### src/rtl/cmd_encode_pkg.sv
// Shared command codes, request payload layout and byte-order helper for the
// USB-JTAG command encoder.
package cmd_encode_pkg;

  localparam int unsigned CMD_BYTES = 8;
  localparam int unsigned IDX_W     = 3;
  localparam int unsigned TMO_W     = 20;

  // Action codes
  localparam logic [7:0] ACT_SETUP = 8'h61;
  localparam logic [7:0] ACT_ERASE = 8'h72;
  localparam logic [7:0] ACT_WRITE = 8'h83;
  localparam logic [7:0] ACT_READ  = 8'h94;

  // Target codes
  localparam logic [7:0] TGT_LED   = 8'hF0;
  localparam logic [7:0] TGT_SEG7  = 8'hE1;
  localparam logic [7:0] TGT_FLASH = 8'hC3;
  localparam logic [7:0] TGT_SDRAM = 8'hB4;
  localparam logic [7:0] TGT_SRAM  = 8'hA5;
  localparam logic [7:0] TGT_VGA   = 8'h87;

  // Mode codes
  localparam logic [7:0] MODE_NORMAL  = 8'h00;
  localparam logic [7:0] MODE_DISPLAY = 8'hFF;
  localparam logic [7:0] MODE_OUTSEL  = 8'h33;

  typedef struct packed {
    logic [7:0]  action;
    logic [7:0]  target;
    logic [23:0] addr;
    logic [15:0] data;
    logic [7:0]  mode;
  } cmd_req_t;

  // Wire order of the 8 command bytes, first to last.
  function automatic logic [7:0] cmd_byte(input cmd_req_t r, input logic [IDX_W-1:0] idx);
    logic [7:0] b;
    case (idx)
      3'd0:    b = r.action;
      3'd1:    b = r.target;
      3'd2:    b = r.addr[23:16];
      3'd3:    b = r.addr[15:8];
      3'd4:    b = r.addr[7:0];
      3'd5:    b = r.data[15:8];
      3'd6:    b = r.data[7:0];
      default: b = r.mode;
    endcase
    return b;
  endfunction

endpackage

### src/rtl/cmd_rsp_capture.sv
// Reply-byte handshake: armed flag, one-cycle TXD acknowledge, received-byte
// count and per-byte timeout counter.
module cmd_rsp_capture
  import cmd_encode_pkg::*;
#(
  parameter int unsigned TIMEOUT_CYC = 65535
) (
  input  logic       clk,
  input  logic       rst_n,
  input  logic       txd_start,
  input  logic       collect,
  input  logic       tmo_run,
  input  logic       cnt_clr,
  output logic       txd_done,
  output logic       byte_valid_c,
  output logic       timeout_c,
  output logic [1:0] rcv_cnt
);

  localparam logic [TMO_W-1:0] TMO_LAST = TMO_W'(TIMEOUT_CYC - 1);

  logic             armed_q, armed_d;
  logic             done_q, done_d;
  logic [1:0]       cnt_q, cnt_d;
  logic [TMO_W-1:0] tmo_q, tmo_d;
  logic             capture_c;

  assign capture_c    = txd_start & armed_q;
  assign byte_valid_c = capture_c & collect;
  assign timeout_c    = tmo_run & ~byte_valid_c & (tmo_q == TMO_LAST);

  always_comb begin
    armed_d = armed_q;
    done_d  = capture_c;
    cnt_d   = cnt_q;
    tmo_d   = '0;
    // Re-arm only once Start is seen low outside the acknowledge cycle.
    if (capture_c) begin
      armed_d = 1'b0;
    end else if (!txd_start && !done_q) begin
      armed_d = 1'b1;
    end
    if (cnt_clr) begin
      cnt_d = 2'd0;
    end else if (byte_valid_c) begin
      cnt_d = cnt_q + 2'd1;
    end
    if (tmo_run && !byte_valid_c) begin
      tmo_d = tmo_q + TMO_W'(1);
    end
  end

  always_ff @(posedge clk or negedge rst_n) begin
    if (!rst_n) begin
      armed_q <= 1'b1;
      done_q  <= 1'b0;
      cnt_q   <= 2'd0;
      tmo_q   <= '0;
    end else begin
      armed_q <= armed_d;
      done_q  <= done_d;
      cnt_q   <= cnt_d;
      tmo_q   <= tmo_d;
    end
  end

  assign txd_done = done_q;
  assign rcv_cnt  = cnt_q;

endmodule

### src/rtl/cmd_encode.sv
// Command encoder: serializes one parallel request into 8 RXD bytes and
// assembles the decoder's 0/1/2-byte reply into a 16-bit result.
module cmd_encode
  import cmd_encode_pkg::*;
#(
  parameter int unsigned BYTE_GAP    = 3,
  parameter int unsigned TIMEOUT_CYC = 65535
) (
  input  logic        iCLK,
  input  logic        iRST_n,
  input  logic        iREQ_Valid,
  output logic        oREQ_Ready,
  input  logic [7:0]  iREQ_Action,
  input  logic [7:0]  iREQ_Target,
  input  logic [23:0] iREQ_ADDR,
  input  logic [15:0] iREQ_DATA,
  input  logic [7:0]  iREQ_MODE,
  input  logic [1:0]  iRSP_Bytes,
  output logic [7:0]  oRXD_DATA,
  output logic        oRXD_Ready,
  input  logic [7:0]  iTXD_DATA,
  input  logic        iTXD_Start,
  output logic        oTXD_Done,
  output logic [15:0] oRSP_DATA,
  output logic        oRSP_Valid,
  output logic        oRSP_Err
);

  typedef enum logic [2:0] {ST_IDLE, ST_SEND, ST_GAP, ST_WAIT_RSP, ST_RESP} state_t;

  localparam logic [7:0]       GAP_LAST = 8'((BYTE_GAP == 0) ? 0 : BYTE_GAP - 1);
  localparam logic [IDX_W-1:0] IDX_LAST = IDX_W'(CMD_BYTES - 1);

  state_t           state_q, state_d;
  cmd_req_t         req_q, req_d, req_in;
  logic [1:0]       exp_q, exp_d;
  logic [IDX_W-1:0] idx_q, idx_d;
  logic [7:0]       gap_q, gap_d;
  logic [7:0]       rxd_data_q, rxd_data_d;
  logic             rxd_ready_q, rxd_ready_d;
  logic [15:0]      rsp_data_q, rsp_data_d;
  logic             rsp_valid_q, rsp_valid_d;
  logic             rsp_err_q, rsp_err_d;
  logic             accept_c, collect_c, tmo_run_c, byte_valid_c, timeout_c;
  logic [1:0]       rcv_cnt;

  assign req_in    = '{action: iREQ_Action, target: iREQ_Target, addr: iREQ_ADDR,
                       data: iREQ_DATA, mode: iREQ_MODE};
  assign accept_c  = (state_q == ST_IDLE) && iREQ_Valid;
  assign tmo_run_c = (state_q == ST_WAIT_RSP);
  assign collect_c = tmo_run_c && (rcv_cnt != exp_q);

  cmd_rsp_capture #(.TIMEOUT_CYC(TIMEOUT_CYC)) u_capture (
    .clk          (iCLK),
    .rst_n        (iRST_n),
    .txd_start    (iTXD_Start),
    .collect      (collect_c),
    .tmo_run      (tmo_run_c),
    .cnt_clr      (accept_c),
    .txd_done     (oTXD_Done),
    .byte_valid_c (byte_valid_c),
    .timeout_c    (timeout_c),
    .rcv_cnt      (rcv_cnt)
  );

  always_comb begin
    state_d     = state_q;
    req_d       = req_q;
    exp_d       = exp_q;
    idx_d       = idx_q;
    gap_d       = gap_q;
    rxd_data_d  = rxd_data_q;
    rxd_ready_d = 1'b0;
    rsp_data_d  = rsp_data_q;
    rsp_valid_d = 1'b0;
    rsp_err_d   = rsp_err_q;

    if (byte_valid_c) begin
      if (rcv_cnt == 2'd0) rsp_data_d[7:0]  = iTXD_DATA;
      else                 rsp_data_d[15:8] = iTXD_DATA;
    end

    case (state_q)
      ST_IDLE: begin
        if (accept_c) begin
          req_d       = req_in;
          exp_d       = (iRSP_Bytes == 2'd3) ? 2'd2 : iRSP_Bytes;
          idx_d       = '0;
          rxd_data_d  = cmd_byte(req_in, '0);
          rxd_ready_d = 1'b1;
          rsp_data_d  = 16'h0000;
          rsp_err_d   = 1'b0;
          state_d     = ST_SEND;
        end
      end
      ST_SEND: begin
        if (idx_q == IDX_LAST) begin
          // Write-only commands complete right after the last byte.
          if (exp_q == 2'd0) begin
            rsp_valid_d = 1'b1;
            state_d     = ST_RESP;
          end else begin
            state_d = ST_WAIT_RSP;
          end
        end else if (BYTE_GAP == 0) begin
          idx_d       = idx_q + IDX_W'(1);
          rxd_data_d  = cmd_byte(req_q, idx_q + IDX_W'(1));
          rxd_ready_d = 1'b1;
        end else begin
          gap_d   = 8'd0;
          state_d = ST_GAP;
        end
      end
      ST_GAP: begin
        if (gap_q == GAP_LAST) begin
          idx_d       = idx_q + IDX_W'(1);
          rxd_data_d  = cmd_byte(req_q, idx_q + IDX_W'(1));
          rxd_ready_d = 1'b1;
          state_d     = ST_SEND;
        end else begin
          gap_d = gap_q + 8'd1;
        end
      end
      ST_WAIT_RSP: begin
        if (rcv_cnt == exp_q) begin
          rsp_valid_d = 1'b1;
          state_d     = ST_RESP;
        end else if (timeout_c) begin
          rsp_valid_d = 1'b1;
          rsp_err_d   = 1'b1;
          state_d     = ST_RESP;
        end
      end
      ST_RESP: state_d = ST_IDLE;
      default: state_d = ST_IDLE;
    endcase
  end

  always_ff @(posedge iCLK or negedge iRST_n) begin
    if (!iRST_n) begin
      state_q     <= ST_IDLE;
      req_q       <= '0;
      exp_q       <= 2'd0;
      idx_q       <= '0;
      gap_q       <= 8'd0;
      rxd_data_q  <= 8'h00;
      rxd_ready_q <= 1'b0;
      rsp_data_q  <= 16'h0000;
      rsp_valid_q <= 1'b0;
      rsp_err_q   <= 1'b0;
    end else begin
      state_q     <= state_d;
      req_q       <= req_d;
      exp_q       <= exp_d;
      idx_q       <= idx_d;
      gap_q       <= gap_d;
      rxd_data_q  <= rxd_data_d;
      rxd_ready_q <= rxd_ready_d;
      rsp_data_q  <= rsp_data_d;
      rsp_valid_q <= rsp_valid_d;
      rsp_err_q   <= rsp_err_d;
    end
  end

  assign oREQ_Ready = (state_q == ST_IDLE);
  assign oRXD_DATA  = rxd_data_q;
  assign oRXD_Ready = rxd_ready_q;
  assign oRSP_DATA  = rsp_data_q;
  assign oRSP_Valid = rsp_valid_q;
  assign oRSP_Err   = rsp_err_q;

endmodule
### config.mk
export PLATFORM = sky130hd
export DESIGN_NAME = cmd_encode
export DESIGN_NICKNAME = d
export VERILOG_FILES = /design/src/rtl/cmd_encode_pkg.sv /design/src/rtl/cmd_rsp_capture.sv /design/src/rtl/cmd_encode.sv
export SDC_FILE = /design/constraint.sdc
export NUM_CORES = 1
export LEC_CHECK = 0
export ABC_CLOCK_PERIOD_IN_PS = 4400
export CAP_MARGIN = 15
export CORE_ASPECT_RATIO = 1.25
export CORE_MARGIN = 2
export CORE_UTILIZATION = 40
export DETAILED_ROUTE_END_ITERATION = 7
export HOLD_SLACK_MARGIN = 0.03
export MAX_ROUTING_LAYER = met4
export PLACE_DENSITY_LB_ADDON = 0.12
export REMOVE_ABC_BUFFERS = 1
export SYNTH_ARGS = -nofsm -noshare
export SYNTH_HDL_FRONTEND = slang
export SYNTH_HIERARCHICAL = 1
export SYNTH_SLANG_ARGS = --single-unit
### constraint.sdc
create_clock -name iCLK -period 4.4 [get_ports iCLK]
set_clock_uncertainty 0.15 [all_clocks]
set_input_delay 0.44 -clock iCLK [delete_from_list [all_inputs] [get_ports iCLK]]
set_output_delay 0.44 -clock iCLK [all_outputs]
set_load 0.01 [all_outputs]
==> key figures, run 1 <==
Die
  – DIE AREA: between 15000 and 20000 sq um
  – # IOs: around 110
  – Placement row count: 50
  – Die W: 115 um
  – Total core area: 15100 sq um
  – Die height: around 140 um
  – Initial Util: 0.410

GRT
  – Vias in the first global route: 4945
  – Total track usage: 0.201
  – First-pass GRT wire length: about 25000 um
  – Antenna violations before repair: 0
  – Largest net degree at the start of global routing: 80
  – Total grt overflow: 0

STA
  – Slack of the critical path: 1.48 ns
  – Hold slack: between 0.2 and 0.3 ns
  – Final Cycle Share: 0.664
  – Relative slew slack: 0.278
  – Setup violations, final: 0
  – Slew Viols, Final: 0
  – Min cycle time layout: between 2 and 3 ns
  – Final Hold Vio Count: 0
  – Unrepaired setup endpoints after global routing: no
  – Fmax: 342 MHz
  – Worst slew pin tran: between 1 and 1.5 ns
  – Final setup TNS: 0 ns

CTS
  – Clock root cell: clkbuf_16
  – CTS clk-pin slew, worst paths: roughly 0.060 ns
  – CTS resizes: 0
  – H-tree depth: 4
  – Clk_lat worst skew: ~0.42 ns
  – CTS tree: done
  – Num CTS Buffers: 17
  – CTS sink count: about 130
  – Max Buffers Root-to-Sink: 2

Placement
  – Dpl ws: 1.49 ns
  – Final HPWL DP: between 10000 and 15000 um
  – Placer Congestion: a little over 0.8
  – Cell count after placement: 930
  – IO buf count: 106

Worst setup path
  – Reg2reg start: state_q[0]
  – WS Path Type: flip-flop to flip-flop
  – CP max stage delay: a little over 0.5 ns
  – Worst path required time: ~4.6 ns
  – Critical path's top delay family: simple AND/OR/NAND/NOR gates
  – Slowest-stage cell, CP: dfrtp_1
  – Critical path arrival: 3.12 ns
  – Buf/Inv on CP: 1
  – Critical path startpoint category: flip-flop
  – Register-to-register setup slack: 1.48 ns
  – CP Cell Sequence: nor2b_1, and2_1, o21a_1, and3_1, nand2b_1, buf_4, nor4_1, o21bai_1, mux4_2, nor2_1
  – R2r endpoint: state_q[0]
  – CP endpoint kind: flip-flop
  – Critical path peak fanout: 22
  – Reg2Reg Depth: 10

Synth
  – Post-synthesis cell count: around 640
  – #FFs+latches synth: roughly 130
  – Synth Area in Compound Gates: 0.103
  – Post-Synth Adder-Cell Area: 0.0202
  – Largest family of logic cells by synthesized area: simple AND/OR/NAND/NOR gates
  – Ys Warns: 6
  – Mux share of post-synthesis cell area: 0.0453
  – Largest area contributor in the netlist: dfrtp_1
  – Synthesized cell area: 6190 sq um
  – Simple-gate portion of the synthesized area: 0.241
  – Number of synthesized flops with an enable pin: 0
  – Top_reg_cell synth: dfrtp_1
  – Post-synth ARST share: 1.00
  – Synthesized area per cell: 9.62 sq um
  – Post-synth top cells: 212 x nand2_1, 130 x dfrtp_1, 46 x nor2_1, 19 x mux2i_1, 18 x inv_1
  – Sequential area share after synthesis: 0.530
  – Area share of the largest cell type after synthesis: 0.526
  – Count leader, synth: nand2_1
  – Yosys cell types: between 60 and 70
  – Xor and xnor area share after synthesis: 0.0241
  – Top cells by area, synth: dfrtp_1 53%, nand2_1 13%, mux2i_1 3.1%, nor2_1 2.8%, ha_1 2.0%

Finish
  – Fin cells: ~960
  – Post-layout nets: 831
  – Fraction of layout cells with a size suffix above 1: 0.0873
  – Area grow syn2layout: 30.4%
  – N_diodes: 0

Worst hold path
  – Hold Crit Class: flip-flop to flip-flop
  – Hold path endpoint: u_capture/armed_q
  – Hold path start: u_capture/txd_done
  – WHS Path Cells: 1

Route
  – Total wire length: between 15000 and 20000 um
  – Antenna viol nets, final: 0
  – DR vias/cell: approximately 5.1
  – DR WL/cell: 15.7 um
  – DR iter-0 viols: around 230
  – DR vias: 4909
  – First-pass DRT Iterations: 4
  – Residual DRC: 0

Outcome
  – Status: completed

Power
  – Static Leak: approximately 3.8 nW
  – Pwr Density: between 500 and 600 nW/um^2
  – Maximum VDD drop: between 200 and 300 uV
  – Total power draw: 4.68 mW

Job
  – Total of max-cap violations: 0
-- per-stage QoR --
stage | area [sq um] | utilization
after floorplan | 6030 | -
after global placement | 7410 | 0.492
after detailed placement | 7410 | 0.492
after CTS | 8030 | 0.533
after global routing | 8070 | 0.535
final | 8070 | 0.535
-- sequential cells by signal, indices dropped and copies added (netlist names) --
signal,cells
oRXD_DATA,8
oRSP_Valid,1
oRSP_DATA,16
idx_q,3
gap_q,8
u_capture/armed_q,1
u_capture/rcv_cnt,2
req_q,64
state_q,3
exp_q,2
oRSP_Err,1
oRXD_Ready,1
u_capture/tmo_q,20
u_capture/txd_done,1
-- logic make-up (layout without fill, tap and decap cells) --
| group | count (synthesis) | in the layout |
|---|---|---|
| buffers and inverters | 52 | 165 |
| DFF | 131 | 131 |
| xor gates and xnor gates | 17 | 17 |
| adders and majority gates | 10 | 10 |
| muxes | 26 | 26 |
| and+or+nand+nor | 327 | 327 |
| AOI/OAI and AO/OA | 80 | 80 |
-- how the worst max path moves through the flow --
stage	start	endpoint	slack, ns	cells past startpoint
2_1_floorplan	state_q[2]	oRXD_DATA[0]	-0.06	5
3_3_place_gp	state_q[2]	state_q[0]	1.60	10
3_5_place_dp	state_q[2]	state_q[0]	1.49	10
4_1_cts	state_q[0]	state_q[0]	1.47	10
5_1_grt	state_q[0]	state_q[0]	1.24	10
6_report	state_q[0]	state_q[0]	1.48	10
-- layout by cell type (no fill, tap or decap), types with 6 or more instances in the layout --
master,instances
a222oi_1,7
a221o_1,6
clkbuf_16,17
a22oi_1,12
xnor2_1,9
buf_4,7
and2_1,9
xor2_1,8
dfrtp_1,130
a21oi_1,12
clkdlybuf4s50_1,105
o21ai_0,6
mux2i_1,19
ha_1,10
inv_1,17
clkinvlp_4,6
nand4_1,7
nand2_1,211
nor2_1,46
nand3_1,13
-- metal layers --
layer	up-vias	routed length [um]	track usage
met5	-	0	-
met1	2391	6790	0.263
li1	2378	-	-
met2	115	7380	0.304
met4	0	350	0.0862
met3	25	617	0.0403
-- power breakdown --
part / leakage, nW / internal [mW] / switching [mW] / total [mW]
clock network: 0.286 / 0.940 / 0.539 / 1.48
registers: 1.70 / 1.58 / 0.258 / 1.84
logic: 1.76 / 0.598 / 0.768 / 1.37
-- layout make-up --
| type | instances | area [sq um] |
|---|---|---|
| Fill cell | 1377 | 7010 |
| Sequential cell | 131 | 3280 |
| Multi-Input combinational cell | 460 | 2680 |
| Timing Repair Buffer | 115 | 1160 |
| Clock buffer | 17 | 425 |
| Tap cell | 208 | 260 |
| Clock inverter | 15 | 190 |
| Inverter | 18 | 67.6 |
-- timing repair --
item,in CTS,in global routing
hold buffers,0,1
endpoints found under the hold margin,0,23
buffers inserted,0,0
(Power assumes the default switching activity.)
==> run 2: changes to the inputs <==
ABC_CLOCK_PERIOD_IN_PS = 2400   (was 4400)
clock period = 2.4 ns   (was 4.4 ns; I/O delays follow)
==> run 2 against run 1 <==
  * Cell count rose by 2.0%
  * Non-clock buffer count rose by 20
  * Combinational power rose by 95%
  * Power rose by 83%
  * Largest power group unchanged
  * Die area did not move
  * Global-route usage rose by 0.30 points
  * Clock power rose by 71%
  * Design area rose by 1.5%
  * Register-to-register slack got worse by 1.3 ns
  * Utilization rose by 0.80 points
  * Sequential cell count did not move
  * Worst hold slack got worse by 0.077 ns
==> key figures, run 2 (same netlist as run 1, synthesis figures left out) <==
Die
  – Die W: 115 um (unchanged)
  – Placement row count: 50 (unchanged)
  – Initial Util: 0.410 (unchanged)
  – Die height: 143 um (unchanged)
  – # IOs: 107 (unchanged)
  – DIE AREA: 16500 sq um (unchanged)
  – Total core area: 15100 sq um (unchanged)

Route
  – DR WL/cell: 15.7 um (+0.16%)
  – Antenna viol nets, final: 0 (unchanged)
  – Total wire length: 15500 um (+2.1%)
  – DR vias: 5037 (+2.6%)
  – DR iter-0 viols: 326 (+41%)
  – First-pass DRT Iterations: 5 (+1)
  – Residual DRC: 0 (unchanged)
  – DR vias/cell: 5.12 (+0.62%)

Power
  – Static Leak: 3.84 nW (+2.4%)
  – Pwr Density: 1040 nW/um^2 (+80%)
  – Maximum VDD drop: 481 uV (+67%)

GRT
  – First-pass GRT wire length: 25300 um (+2.1%)
  – Total grt overflow: 0 (unchanged)
  – Largest net degree at the start of global routing: 68 (-15%)
  – Vias in the first global route: 5122 (+3.6%)
  – Antenna violations before repair: 0 (unchanged)
  – Total track usage: 0.204 (+0.00302)

Worst hold path
  – Hold Crit Class: input port to async pin

STA
  – Min cycle time layout: 2.27 ns (-0.650 ns)
  – Slew Viols, Final: 0 (unchanged)
  – Relative slew slack: 0.529 (+0.251)
  – Hold slack: 0.187 ns (-0.0766 ns)
  – Final Cycle Share: 0.947 (+0.282)
  – Fmax: 440 MHz (+29%)
  – Worst slew pin tran: 0.707 ns (-0.369 ns)
  – Setup violations, final: 0 (unchanged)
  – Slack of the critical path: 0.128 ns (-1.35 ns)
  – Final setup TNS: 0 ns (unchanged)
  – Final Hold Vio Count: 0 (unchanged)

Job
  – Total of max-cap violations: 0 (unchanged)

Worst setup path
  – CP endpoint kind: flip-flop
  – Critical path endpoint: oRXD_DATA[0]
  – Start point of the critical path: idx_q[0]
  – Reg2Reg Depth: 6 (-4)
  – Register-to-register setup slack: 0.13 ns (-1.35 ns)
  – Critical path peak fanout: 7 (-68%)
  – Worst path required time: 2.55 ns (-2.05 ns)
  – Critical path arrival: 2.42 ns (-0.70 ns)
  – R2r endpoint: oRXD_DATA[0]
  – Critical path startpoint category: flip-flop
  – Reg2reg start: idx_q[0]
  – WS Path Type: flip-flop to flip-flop

Finish
  – Area grow syn2layout: 32.3%
  – Post-route cell area: 8190 sq um (+1.5%)
  – Fraction of layout cells with a size suffix above 1: 0.112 (+0.0250)
  – FILL cells: 1359 (-1.3%)
  – Most frequent cells in the layout: 211 x nand2_1, 130 x dfrtp_1, 105 x clkdlybuf4s50_1, 46 x nor2_1, 27 x buf_4
  – Most common cell after layout, fill and taps aside: nand2_1
  – Biggest register: req_q
  – Max reg flops: 64 (unchanged)
  – Post-layout nets: 851 (+2.4%)
  – N_diodes: 0 (unchanged)

CTS
  – CTS clk-pin slew, worst paths: 0.05 ns (about the same)
  – Post-CTS Setup Bufs: 0 (unchanged)
  – Clock root cell: clkbuf_16
  – Max Buffers Root-to-Sink: 2 (unchanged)
  – CTS tree: done
  – CTS sink count: 131 (unchanged)
  – Num CTS Buffers: 17 (unchanged)
  – H-tree depth: 4 (unchanged)
  – Clk_lat worst skew: 0.42 ns (about the same)

Placement
  – Placer Congestion: 0.836 (+1.4%)
  – Dpl ws: 0.0894 ns (-1.40 ns)
  – Placed cell areas: 7580 sq um (+2.3%)
  – Final HPWL DP: 10800 um (+7.1%)
  – IO buf count: 106 (unchanged)

Outcome
  – Status: completed
## run 2: cell types whose count changed in the layout (fill, tap and decap cells not counted), moves of 2 or more
cell	change
buf_4	+20
bufinv_16	-2
clkbuf_8	+3
clkinvlp_4	-3
## run 2: metal layers
metal | GRT usage | part of all wire | up-vias
met5 | - | 0 | -
met4 | 0.0862 | 0.025 | 0
met3 | 0.0514 | 0.048 | 29
met2 | 0.321 | 0.49 | 116
met1 | 0.250 | 0.43 | 2485
li1 | - | - | 2407
## run 2: area by class of cell
cell class | count | area, sq um | area share
clock inverter | 10 | 108 | 0.0131
inverter | 18 | 67.6 | 0.00825
tap | 208 | 260 | 0.0318
timing repair buffer | 135 | 1300 | 0.159
sequential | 131 | 3280 | 0.401
multi-input combinational | 460 | 2700 | 0.330
clock buffer | 21 | 470 | 0.0575
## run 2: worst max-delay path, cell delays in order, from the launching register on
cell and delay (ns):
dfrtp_1 0.38, ha_1 0.20, ha_1 0.30, nand2b_1 0.18
and2_1 0.26, a221o_1 0.39, a221o_1 0.30
## run 2: worst min-delay path by stage
| stage | slack [ns] | to | startpoint |
|---|---|---|---|
| after floorplan | -0.21 | exp_q[0] | iRST_n |
| after global placement | 0.09 | u_capture/tmo_q[4] | iRST_n |
| after detailed placement | 0.09 | u_capture/tmo_q[4] | iRST_n |
| after CTS | 0.17 | req_q[52] | iREQ_Target[4] |
| after global routing | 0.19 | req_q[8] | iREQ_DATA[0] |
| final | 0.19 | u_capture/tmo_q[4] | iRST_n |
## run 2: where the power goes
part	total [mW]	switching, mW	internal [mW]
Clock	2.53	0.941	1.59
Sequential	3.35	0.446	2.90
Combinational	2.67	1.47	1.20
Total	8.55	2.86	5.69
## run 2: timing repair
item / CTS / global route
hold buffers: 1 / 0
hold endpoints to repair: 34 / 0
resized for setup: 0 / 3
setup endpoints to repair: 0 / 5
## run 2: per-stage QoR
step | power (mW) | cells | utilization
floorplan | 4.90 | 609 | -
CTS | 8.65 | 983 | 0.542
finish | 8.55 | 983 | 0.543
global placement | 5.99 | 951 | 0.503
detailed placement | 6.06 | 951 | 0.503
global route | 9.14 | 983 | 0.543
==> run 3: changes to the inputs <==
CORE_UTILIZATION = 48   (was 40)
==> run 3 against run 2 <==
  * Register-to-register slack about the same
  * Maximum frequency decreased by 0.21%
  * First-iteration DRC count fell by 15%
  * Power up 2.5%
  * Die area shrank 16%
  * Combinational power barely moved
  * Global-route usage up 3.6 points
  * Highest routed layer unchanged
==> key figures, run 3 (same netlist as run 1, synthesis figures left out) <==
Die
  – Total core area: 12700 sq um (-16%)
  – DIE AREA: 13800 sq um (-16%)
  – Initial Util: 0.489 (+0.0783)
  – # IOs: 107 (unchanged)
  – Die height: 131 um (-8.5%)
  – Die W: 106 um (-8.4%)
  – Placement row count: 46 (-8.0%)

Finish
  – Post-route cell area: 8160 sq um (-0.37%)
  – Area grow syn2layout: 31.8%
  – FILL cells: 1068 (-21%)
  – Most frequent cells in the layout: 211 x nand2_1, 130 x dfrtp_1, 105 x clkdlybuf4s50_1, 46 x nor2_1, 23 x buf_4
  – Post-layout nets: 848 (-0.35%)
  – N_diodes: 0 (unchanged)
  – Max reg flops: 64 (unchanged)
  – Most common cell after layout, fill and taps aside: nand2_1
  – Biggest register: req_q
  – Fraction of layout cells with a size suffix above 1: 0.107 (-0.00488)

CTS
  – H-tree depth: 4 (unchanged)
  – Clk_lat worst skew: 0.42 ns (about the same)
  – CTS clk-pin slew, worst paths: 0.06 ns (about the same)
  – Num CTS Buffers: 17 (unchanged)
  – Max Buffers Root-to-Sink: 2 (unchanged)
  – Clock root cell: clkbuf_16
  – CTS tree: done
  – CTS sink count: 131 (unchanged)

Power
  – Switching share of power: 0.336 (+0.00101)
  – Reg power frac: 0.386 (-0.005)
  – Internal: 5.82 mW (+2.3%)
  – Static Leak: 3.86 nW (+0.33%)
  – Net Sw Power: 2.94 mW (+2.8%)
  – Comb pwr share: 0.306 (-0.006)
  – Maximum VDD drop: 586 uV (+22%)
  – Clk network pwr share: 0.309 (+0.013)
  – Pwr Density: 1070 nW/um^2 (+2.8%)

Worst setup path
  – CP Cell Sequence: buf_4, ha_1, nor3_2, and2_1, a221o_1, a221o_1
  – CP max stage delay: 0.47 ns (+0.08 ns)
  – CP Depth: 6 (unchanged)
  – Register-to-register setup slack: 0.12 ns (about the same)
  – Start point of the critical path: idx_q[0]
  – Critical path peak fanout: 12 (+5)
  – Reg2reg start: idx_q[0]
  – Critical path startpoint category: flip-flop
  – Critical path's top delay family: compound AO/OA/AOI/OAI gates
  – Critical path endpoint: oRXD_DATA[4]
  – CP endpoint kind: flip-flop
  – Buf/Inv on CP: 1 (+1)
  – Top cell by count, worst path: a221o_1
  – Reg2Reg Depth: 6 (unchanged)
  – R2r endpoint: oRXD_DATA[4]
  – Slowest-stage cell, CP: ha_1
  – Worst path required time: 2.55 ns (about the same)
  – WS Path Type: flip-flop to flip-flop
  – Critical path arrival: 2.43 ns (about the same)

GRT
  – First-pass GRT wire length: 25200 um (-0.38%)
  – Total track usage: 0.240 (+0.0362)
  – Largest net degree at the start of global routing: 87 (+28%)
  – Vias in the first global route: 5173 (+1.0%)
  – Antenna violations before repair: 0 (unchanged)
  – Total grt overflow: 0 (unchanged)

Route
  – DR iter-0 viols: 276 (-15%)
  – DR WL/cell: 16.3 um (+3.5%)
  – Total wire length: 15300 um (-0.95%)
  – Residual DRC: 0 (unchanged)
  – Antenna viol nets, final: 0 (unchanged)
  – DR vias: 5090 (+1.1%)
  – First-pass DRT Iterations: 7 (+2)
  – DR vias/cell: 5.41 (+5.6%)

STA
  – Worst slew pin tran: 0.678 ns (-0.0289 ns)
  – Final Cycle Share: 0.949 (+0.00200)
  – Setup violations, final: 0 (unchanged)
  – Final Hold Vio Count: 0 (unchanged)
  – Fmax: 439 MHz (-0.21%)
  – Relative slew slack: 0.548 (+0.0193)
  – Final setup TNS: 0 ns (unchanged)
  – Min cycle time layout: 2.28 ns (+0.00479 ns)
  – Slew Viols, Final: 0 (unchanged)
  – Slack of the critical path: 0.123 ns (-0.00479 ns)

Placement
  – Placer Congestion: 0.830 (-0.72%)
  – Dpl ws: 0.132 ns (+0.0429 ns)
  – Final HPWL DP: 10600 um (-2.3%)
  – Placed cell areas: 7520 sq um (-0.89%)
  – IO buf count: 106 (unchanged)

Outcome
  – Status: completed

Job
  – Total of max-cap violations: 0 (unchanged)

Worst hold path
  – Hold Crit Class: input port to async pin
## run 3: cell count changes in the layout (fill, tap and decap cells not counted), sizes merged
cell	delta
buf	-3
clkbuf	-3
clkinvlp	-2
clkinv	+4
bufinv	+2
## run 3: cell type report
class | instances | area [sq um] | share of cell area
sequential | 131 | 3280 | 0.402
multi-input combinational | 460 | 2690 | 0.330
timing repair buffer | 132 | 1290 | 0.159
clock buffer | 18 | 429 | 0.0526
tap | 168 | 210 | 0.0258
clock inverter | 14 | 188 | 0.0230
inverter | 18 | 67.6 | 0.00828
## run 3: worst min-delay path by stage
| stage | startpoint | to | slack [ns] | depth (start not counted) |
|---|---|---|---|---|
| floorplan | iRST_n | exp_q[0] | -0.21 | 0 |
| global placement | iRST_n | u_capture/txd_done | 0.09 | 1 |
| detailed placement | iRST_n | state_q[0] | 0.09 | 1 |
| CTS | iRST_n | u_capture/txd_done | 0.18 | 2 |
| global route | iREQ_ADDR[1] | req_q[25] | 0.19 | 3 |
| finish | iRST_n | u_capture/txd_done | 0.17 | 2 |
## run 3: what timing repair did
item / CTS / global route
setup endpoints to repair: 0 / 2
resized for setup: 0 / 1
hold endpoints to repair: 34 / 0
hold buffers: 1 / 0
buffers inserted: 0 / 1
## run 3: power groups by stage
stage / Combinational [mW] / Sequential, mW / Clock [mW]
2_1_floorplan: 1.59 / 3.31 / 0
3_3_place_gp: 2.58 / 3.39 / 0
3_5_place_dp: 2.67 / 3.38 / 0
4_1_cts: 2.70 / 3.37 / 2.75
5_1_grt: 3.00 / 3.44 / 2.85
6_report: 2.68 / 3.38 / 2.70
## run 3: per-layer routing
| metal | part of all wire | up-vias | GRT usage |
|---|---|---|---|
| met5 | 0 | - | - |
| met4 | 0.017 | 0 | 0.0898 |
| met3 | 0.046 | 36 | 0.0521 |
| met2 | 0.52 | 159 | 0.409 |
| met1 | 0.42 | 2475 | 0.282 |
| li1 | - | 2420 | - |
## run 3: per-stage QoR
step	instances	hold slack (ns)	total power, mW	util
2_1_floorplan	609	-0.206	4.90	-
3_3_place_gp	907	0.0925	5.97	0.594
3_5_place_dp	907	0.0920	6.06	0.594
4_1_cts	940	0.183	8.82	0.643
5_1_grt	941	0.194	9.29	0.644
6_report	941	0.175	8.76	0.644
